$ cat config.mk
export PLATFORM = sky130hd
export DESIGN_NAME = resp_time_framer
export DESIGN_NICKNAME = d
export VERILOG_FILES = /design/src/rtl/resp_time_framer.sv
export SDC_FILE = /design/constraint.sdc
export NUM_CORES = 1
export LEC_CHECK = 0
export ABC_AREA = 1
export ABC_CLOCK_PERIOD_IN_PS = 3200
export BUFFER_PORTS_ARGS = -buffer_cell sky130_fd_sc_hd__buf_2
export CORE_MARGIN = 8
export CORE_UTILIZATION = 50
export CTS_BUF_LIST = sky130_fd_sc_hd__clkbuf_8
export CTS_CLUSTER_DIAMETER = 30
export DETAILED_ROUTE_END_ITERATION = 12
export PLACE_DENSITY = 0.67
export RECOVER_POWER = 25
export SLEW_MARGIN = 15
export SYNTH_ARGS = -nofsm -noshare
export SYNTH_HDL_FRONTEND = slang
export SYNTH_SLANG_ARGS = --single-unit
$ cat constraint.sdc
create_clock -name CLK -period 3.2 [get_ports CLK]
set_clock_uncertainty 0.1 [all_clocks]
set_input_delay 0.16 -clock CLK [delete_from_list [all_inputs] [get_ports CLK]]
set_output_delay 0.16 -clock CLK [all_outputs]
set_load 0.02 [all_outputs]
$ cat src/rtl/resp_time_framer.sv
// resp_time_framer
//   Measures device response latency in CLK cycles, from the start strobe to
//   the stop strobe. The result goes to the host UART as a framed packet,
//   sent least significant byte first:
//     SYNC_BYTE, status, cnt[7:0] .. cnt[CNT_W-1:CNT_W-8] [, CHK]
//   The status byte carries two flags: bit0 = timed out, bit1 = a second
//   start arrived during COUNT.
//
//   Optional feature: define RESP_CHKSUM_EN to append a CHK byte. CHK is the
//   XOR of the status byte and all count bytes (SYNC is excluded). When the
//   macro is undefined, the frame ends after the last count byte.
//
// Ports
//   CLK      in   system clock, posedge
//   rst      in   synchronous active-low reset
//   start    in   strobe: last attempt byte handed to the device transmitter
//   stop     in   strobe: first response byte valid from the device receiver
//   abort    in   strobe: drop the measurement or frame and return to IDLE
//   tx_rdy   in   uart_tx may accept a byte
//   tx_en    out  1-cycle byte strobe to uart_tx
//   tx_data  out  byte for uart_tx; holds its value between strobes
//   busy     out  any state other than IDLE
//   timeout  out  sticky: the last measurement timed out
module resp_time_framer #(
  parameter int unsigned CNT_W     = 32,
  parameter logic [31:0] TIMEOUT   = 32'd1_300_000_000,
  parameter logic [7:0]  SYNC_BYTE = 8'hA5
) (
  input  logic       CLK,
  input  logic       rst,
  input  logic       start,
  input  logic       stop,
  input  logic       abort,
  input  logic       tx_rdy,
  output logic       tx_en,
  output logic [7:0] tx_data,
  output logic       busy,
  output logic       timeout
);

  localparam int unsigned CNT_BYTES = CNT_W / 8;
`ifdef RESP_CHKSUM_EN
  localparam int unsigned FRAME_LEN = 3 + CNT_BYTES;
`else
  localparam int unsigned FRAME_LEN = 2 + CNT_BYTES;
`endif
  localparam int unsigned IDX_W = $clog2(FRAME_LEN + 1);
  localparam logic [CNT_W-1:0] TIMEOUT_CNT = CNT_W'(TIMEOUT);
  localparam logic [IDX_W-1:0] LAST_IDX    = IDX_W'(FRAME_LEN);

  typedef enum logic [1:0] {IDLE, COUNT, SEND, GAP} state_t;

  state_t           state, state_next;
  logic [CNT_W-1:0] cnt;
  logic [7:0]       status;
  logic             overlap;
  logic [IDX_W-1:0] byte_idx;
  logic [7:0]       frame_byte;
  logic             strobe;
  logic             cnt_hit;

  assign cnt_hit = (cnt == TIMEOUT_CNT);

  // Abort overrides every other transition, including a start seen in IDLE.
  always_comb begin
    state_next = state;
    if (abort) begin
      state_next = IDLE;
    end else begin
      unique case (state)
        IDLE:    if (start) state_next = COUNT;
        COUNT:   if (stop || cnt_hit) state_next = SEND;
        SEND:    if (tx_rdy) state_next = GAP;
        GAP:     state_next = (byte_idx == LAST_IDX) ? IDLE : SEND;
        default: state_next = IDLE;
      endcase
    end
  end

  // Byte selection for the current frame position. During SEND and GAP the
  // count register is frozen, so it holds the reported value.
  always_comb begin
`ifdef RESP_CHKSUM_EN
    logic [7:0] chk;
    chk = status;
    for (int unsigned i = 0; i < CNT_BYTES; i++) chk = chk ^ cnt[8*i +: 8];
`endif
    frame_byte = SYNC_BYTE;
    if (byte_idx == IDX_W'(1)) frame_byte = status;
    for (int unsigned i = 0; i < CNT_BYTES; i++) begin
      if (byte_idx == IDX_W'(i + 2)) frame_byte = cnt[8*i +: 8];
    end
`ifdef RESP_CHKSUM_EN
    if (byte_idx == IDX_W'(FRAME_LEN - 1)) frame_byte = chk;
`endif
    strobe = (state == SEND) && tx_rdy && !abort;
  end

  assign busy = (state != IDLE);

  always_ff @(posedge CLK) begin
    if (!rst) begin
      state    <= IDLE;
      tx_en    <= 1'b0;
      tx_data  <= 8'h00;
      timeout  <= 1'b0;
      cnt      <= '0;
      status   <= '0;
      overlap  <= 1'b0;
      byte_idx <= '0;
    end else begin
      state <= state_next;
      tx_en <= strobe;
      if (strobe) begin
        tx_data  <= frame_byte;
        byte_idx <= byte_idx + IDX_W'(1);
      end
      if (!abort) begin
        unique case (state)
          IDLE: if (start) begin
            cnt     <= CNT_W'(1);
            overlap <= 1'b0;
            timeout <= 1'b0;
          end
          COUNT: begin
            if (stop) begin
              status <= {6'b0, overlap, 1'b0};
            end else if (cnt_hit) begin
              status  <= {6'b0, overlap, 1'b1};
              timeout <= 1'b1;
            end else begin
              cnt <= cnt + CNT_W'(1);
            end
            if (start) overlap <= 1'b1;
          end
          GAP:     if (byte_idx == LAST_IDX) byte_idx <= '0;
          default: ;
        endcase
      end else begin
        byte_idx <= '0;
      end
    end
  end

endmodule

Yosys cells after proc, flatten, opt, wreduce, memory -nomap -nowiden
Cells that the tools add are included.
{"block": "word_totals", "ff_bits": 56, "inputBits": 6, "output_inout_bits": 11, "word_cells": 68}
{"block": "classes", "add_sub_neg": 2, "n_eq_ne": 17, "n_mux": 25, "n_bitwise": 2, "reduce_logical": 14}
{"op": "$mux W32", "count": 3}
{"op": "$pmux W32 S2", "count": 1}
{"op": "$mux W8", "count": 7}
{"op": "$add A32 B1 Y32 const B", "count": 1}
{"op": "$eq A32 B31 Y1 const B", "count": 1}
{"op": "$ne A2 B2 Y1 const B", "count": 7}
{"op": "$reduce_and A5 Y1", "count": 2}
{"op": "$eq A3 B3 Y1 const B", "count": 3}
{"op": "$mux W3", "count": 3}
{"op": "$mux W2", "count": 4}
{"op": "$pmux W2 S4", "count": 1}
{"op": "$eq A3 B2 Y1 const B", "count": 2}
{"op": "$reduce_and A3 Y1", "count": 2}
{"op": "$reduce_bool A2 Y1", "count": 3}
{"op": "$eq A2 B2 Y1 const B", "count": 2}
{"op": "$mux W1", "count": 4}
{"op": "$pmux W1 S2", "count": 2}
{"op": "$reduce_and A4 Y1", "count": 1}
{"op": "$add A3 B1 Y3 const B", "count": 1}
{"op": "$eq A3 B1 Y1 const B", "count": 1}
{"op": "$eq A2 B1 Y1 const B", "count": 1}
{"op": "$logic_and A1 B1 Y1", "count": 2}
{"op": "$logic_not A2 Y1", "count": 1}
{"op": "$not A1 Y1", "count": 2}
{"op": "3 further kinds", "count": 3}

Longest topological paths before layout
{"block": "logic_depth", "depth_word": 6, "depth_mapped": 12, "ltp_nobuf": 11}

Least setup slack after synthesis
OpenSTA, ideal clock, no wires.
{"block": "synth_path", "kind": "register to register", "from": "reg cnt[0]", "to": "reg cnt[27]", "setup_time_ns": 0.128, "arrival_ns": 1.510, "required_ns": 2.972, "slack_ns": 1.462, "stages_incl_launch_ff": 13, "path_buffers": 1, "path_cell_list": "dfxtp_1 inv_1 ha_1 inv_1 nor3_1 nand2_2 nor2_4 nand3_4 nand2_4 buf_6 nor2_1 nor2_1 nor2_1"}
{"block": "synth_between", "elab_chain_cells": 4}
{"item": "start, declared", "line": "54", "text": "logic [CNT_W-1:0] cnt;"}
{"item": "start signal, assigned", "line": "132", "text": "cnt <= cnt + CNT_W'(1);"}
{"item": "$add A32 B1 Y32", "line": "132"}
{"item": "$mux W32", "line": "128", "text": "end else if (cnt_hit) begin"}
{"item": "$mux W32", "line": "126", "text": "if (stop) begin"}
{"item": "$pmux W32 S2", "line": "119", "text": "unique case (state)"}
Several ways; a longest one is shown, not always the timed one. The select of a mux whose other input is x is not followed.
A chain may end at the register's enable or synchronous reset.

Final worst setup path
{"block": "layout_path", "from": "reg cnt[0]", "to": "reg cnt[28]"}
The elaborated chain is that of the path after synthesis.

==> flow_metrics.env <==
export IMPL_yosysMostFrequentCell="nand2_1"
export IMPL_synth_cells=581
export IMPL_crit_required_ns=3.27
export IMPL_peakVddDrop_uv=208
export IMPL_rsz0062_at_grt="no"
export IMPL_multi_input_area_sq_mm=0.00212
export IMPL_power_switching_w=0.000304
export IMPL_synth_cell_area_sq_mm=0.00342
export IMPL_holdPathStages=3
export IMPL_rr_worst_depth=11
export IMPL_cts_sinks=50
export IMPL_crit_path_max_fanout=27
export IMPL_synth_top_area_share_pct=29.3
export IMPL_hold_viol=0
export IMPL_synth_area_top_cells="dfxtp_1 29%, nand2_1 18%, nor2_1 14%"
export IMPL_ios=17
export IMPL_period_needed_ns=2.30
export IMPL_maxSlewHeadroom_pct=44.6
export IMPL_ctsHoldBuffers=0
export IMPL_place_ws_ns=1.01
export IMPL_r2r_start="cnt[0]"
export IMPL_core_area_sq_mm=0.00672
export IMPL_final_seq_area_sq_mm=0.00100
export IMPL_cap_violations=0
export IMPL_rrSetupSlack_ns=0.90
export IMPL_power_frac_seq_pct=53.5
export IMPL_endpoint_kind="register"
export IMPL_grt_pass1_wl_microns=17500
export IMPL_drive_above_1_share_pct=6.09
export IMPL_cts_htree_levels=2
export IMPL_worstSetupPathType="register to register"
export IMPL_synth_distinct_cells=36
export IMPL_report_final_slew_viol_count=0
export IMPL_setup_viol=0
export IMPL_area_growth_pct=5.90
export IMPL_cts_root_buf="clkbuf_8"
export IMPL_die_area_sq_mm=0.00974
export IMPL_power_frac_clock_pct=39.7
export IMPL_cts_tree="yes"
export IMPL_status="complete, no violations"
export IMPL_grt_usage_pct=22.0
export IMPL_synth_top_area_cell="dfxtp_1"
export IMPL_period_share_pct=72.0
export IMPL_holdPathEnd="overlap"
export IMPL_syn_num_nets=594
export IMPL_grt_ovfl_total=0
export IMPL_finalPower_w=0.00118
export IMPL_async_reset_ff_share_pct=0
export IMPL_hp_start="start"
export IMPL_fmax_ghz=0.434
export IMPL_hpwl_microns=7910
export IMPL_drc=0
export IMPL_worstMarginPinSlew_ns=0.830
export IMPL_comb_power_share_pct=6.8
export IMPL_drt_wl_total_microns=10200
export IMPL_final_util_pct=53.9
export IMPL_nNetsFinal=603
export IMPL_core_rowCount=30
export IMPL_io_buffer_count=16
export IMPL_grt_pass1_vias=3542
export IMPL_setup_tns_ns=0
export IMPL_synth_main_ff_cell="dfxtp_1"
export IMPL_yosysSeqAreaShare_pct=29.3
export IMPL_vias_per_cell=5.49
export IMPL_fin_cells=671
export IMPL_vias=3684
export IMPL_die_h_microns=98.7
export IMPL_synth_seq_cells=50
export IMPL_r2r_end="cnt[28]"
export IMPL_clk_pin_slew_worst_paths_ns=0.10
export IMPL_num_fill_cells=703
export IMPL_wire_per_inst_microns=15.2
export IMPL_gp_congestion=0.977
export IMPL_antenna_found_initial=0
export IMPL_synth_edff_count=0
export IMPL_crit_path_start_kind="register"
export IMPL_hold_path_class="input port to register"
export IMPL_synth_commonest_cells="165 x nand2_1, 125 x nor2_1, 50 x dfxtp_1"
export IMPL_clock_tree_buffer_depth=2
export IMPL_power_density_mw_per_mm2=326
export IMPL_p_leak_nw=1.23
export IMPL_n_antenna_cell=0
export IMPL_drt_initial_drc_count=273
export IMPL_post_cts_resized=0
export IMPL_die_w_microns=98.7
export IMPL_syn_avg_cell_area_sq_um=5.88
export IMPL_cp_arrival_ns=2.37
export IMPL_dp_cells=663
export IMPL_post_cts_buffers=0
export IMPL_worst_slack_ns=0.895
export IMPL_initial_core_util_pct=50.9
export IMPL_clkLatencyLatePin_ns=0.32
export IMPL_ys_warn_count=0
export IMPL_grt_max_degree=28
export IMPL_drt_pass1_iterations=5
export IMPL_ant_nets=0
export IMPL_cts_buffers=5
export IMPL_p_int_w=0.000876
export IMPL_power_switching_share_pct=25.8
==> layer usage <==
metal  GRT usage (%)  vias up  share of wire, %
li1                -     1885                 -
met1            28.0     1642                47
met4            9.21        0               3.9
met3            4.37       30               5.3
met5               0        -                 0
met2            35.4      127                43
==> stage by stage <==
step / hold slack, ns / cell area [sq um]
after floorplan: 0.217 / 3420
after detailed placement: 0.352 / 3530
after global routing: 0.0424 / 3620
final: 0.0416 / 3620
after global placement: 0.352 / 3530
after CTS: 0.0385 / 3640
==> power by group through the flow <==
stage / Combinational (W) / Sequential (W) / Clock, W
2_1_floorplan: 0.0000619 / 0.000645 / 0
3_3_place_gp: 0.0000793 / 0.000645 / 0
3_5_place_dp: 0.0000798 / 0.000645 / 0
4_1_cts: 0.0000800 / 0.000631 / 0.000475
5_1_grt: 0.0000882 / 0.000632 / 0.000497
6_report: 0.0000801 / 0.000631 / 0.000469
==> registers in the layout, indices dropped and copies added (netlist names) <==
register	count
byte_idx	3
cnt	32
overlap	1
state	2
status	2
timeout	1
tx_data	8
tx_en	1
==> cells by family (layout without fill, tap and decap cells) <==
group	Yosys count	in the layout	share of synthesized area, %
xor+xnor	4	4	1.03
fa+ha+maj	7	7	2.56
compound gates	91	91	15.3
simple gates	358	358	43.4
buf+inv	71	81	8.46
flops	50	50	29.3
==> area by class of cell <==
class                   count  area share, %
clock buffers               5           1.90
clock inverters             3           1.24
inverters                  56           5.81
multi-input cells         460           58.6
flip-flops and latches     50           27.7
well taps                  80           2.77
repair buffers             17           2.04
==> cell usage in the layout (no fill, tap or decap) <==
master      instances
o21ai_2             1
nand3_1            39
o21ai_0            21
nand4_1             7
nor3_1              8
buf_4               1
inv_1              48
bufinv_16           1
o21a_1              1
a211oi_1            2
a21boi_0            1
o221ai_1            3
dfxtp_1            50
nand3b_1            1
nand3_4             1
xnor2_1             1
a21oi_2             2
clkinv_1            1
clkbuf_8            5
o21bai_1            2
nand2_4             1
nand2_1           165
nor2_4              1
o211ai_1            5
a21oi_4             1
buf_2               5
nand2_2             5
nor2_2              3
inv_2               7
xor2_1              3
and3_1              1
a21oi_1            48
o22ai_1             3
a31oi_1             1
ha_1                7
clkinvlp_4          2
nor2_1            126
clkbuf_1           11
==> worst max-delay path: stages, from the launching register on <==
cell	delay, ns
dfxtp_1	0.39
inv_1	0.16
ha_1	0.16
inv_1	0.03
nor3_1	0.17
nand2_2	0.07
nor2_1	0.22
nand3_4	0.27
nand2_4	0.35
nor2_1	0.09
nor2_1	0.09
nor2_1	0.05
==> worst max-delay path by stage <==
stage          startpoint  endpoint  depth (start not counted)
3_3_place_gp       cnt[0]   cnt[24]                         11
3_5_place_dp     state[0]    cnt[0]                          7
2_1_floorplan      cnt[0]   cnt[27]                         12
4_1_cts          state[0]    cnt[2]                          8
5_1_grt            cnt[0]   cnt[30]                         11
6_report           cnt[0]   cnt[28]                         11
Note: power is estimated with default switching activity, not from simulation.
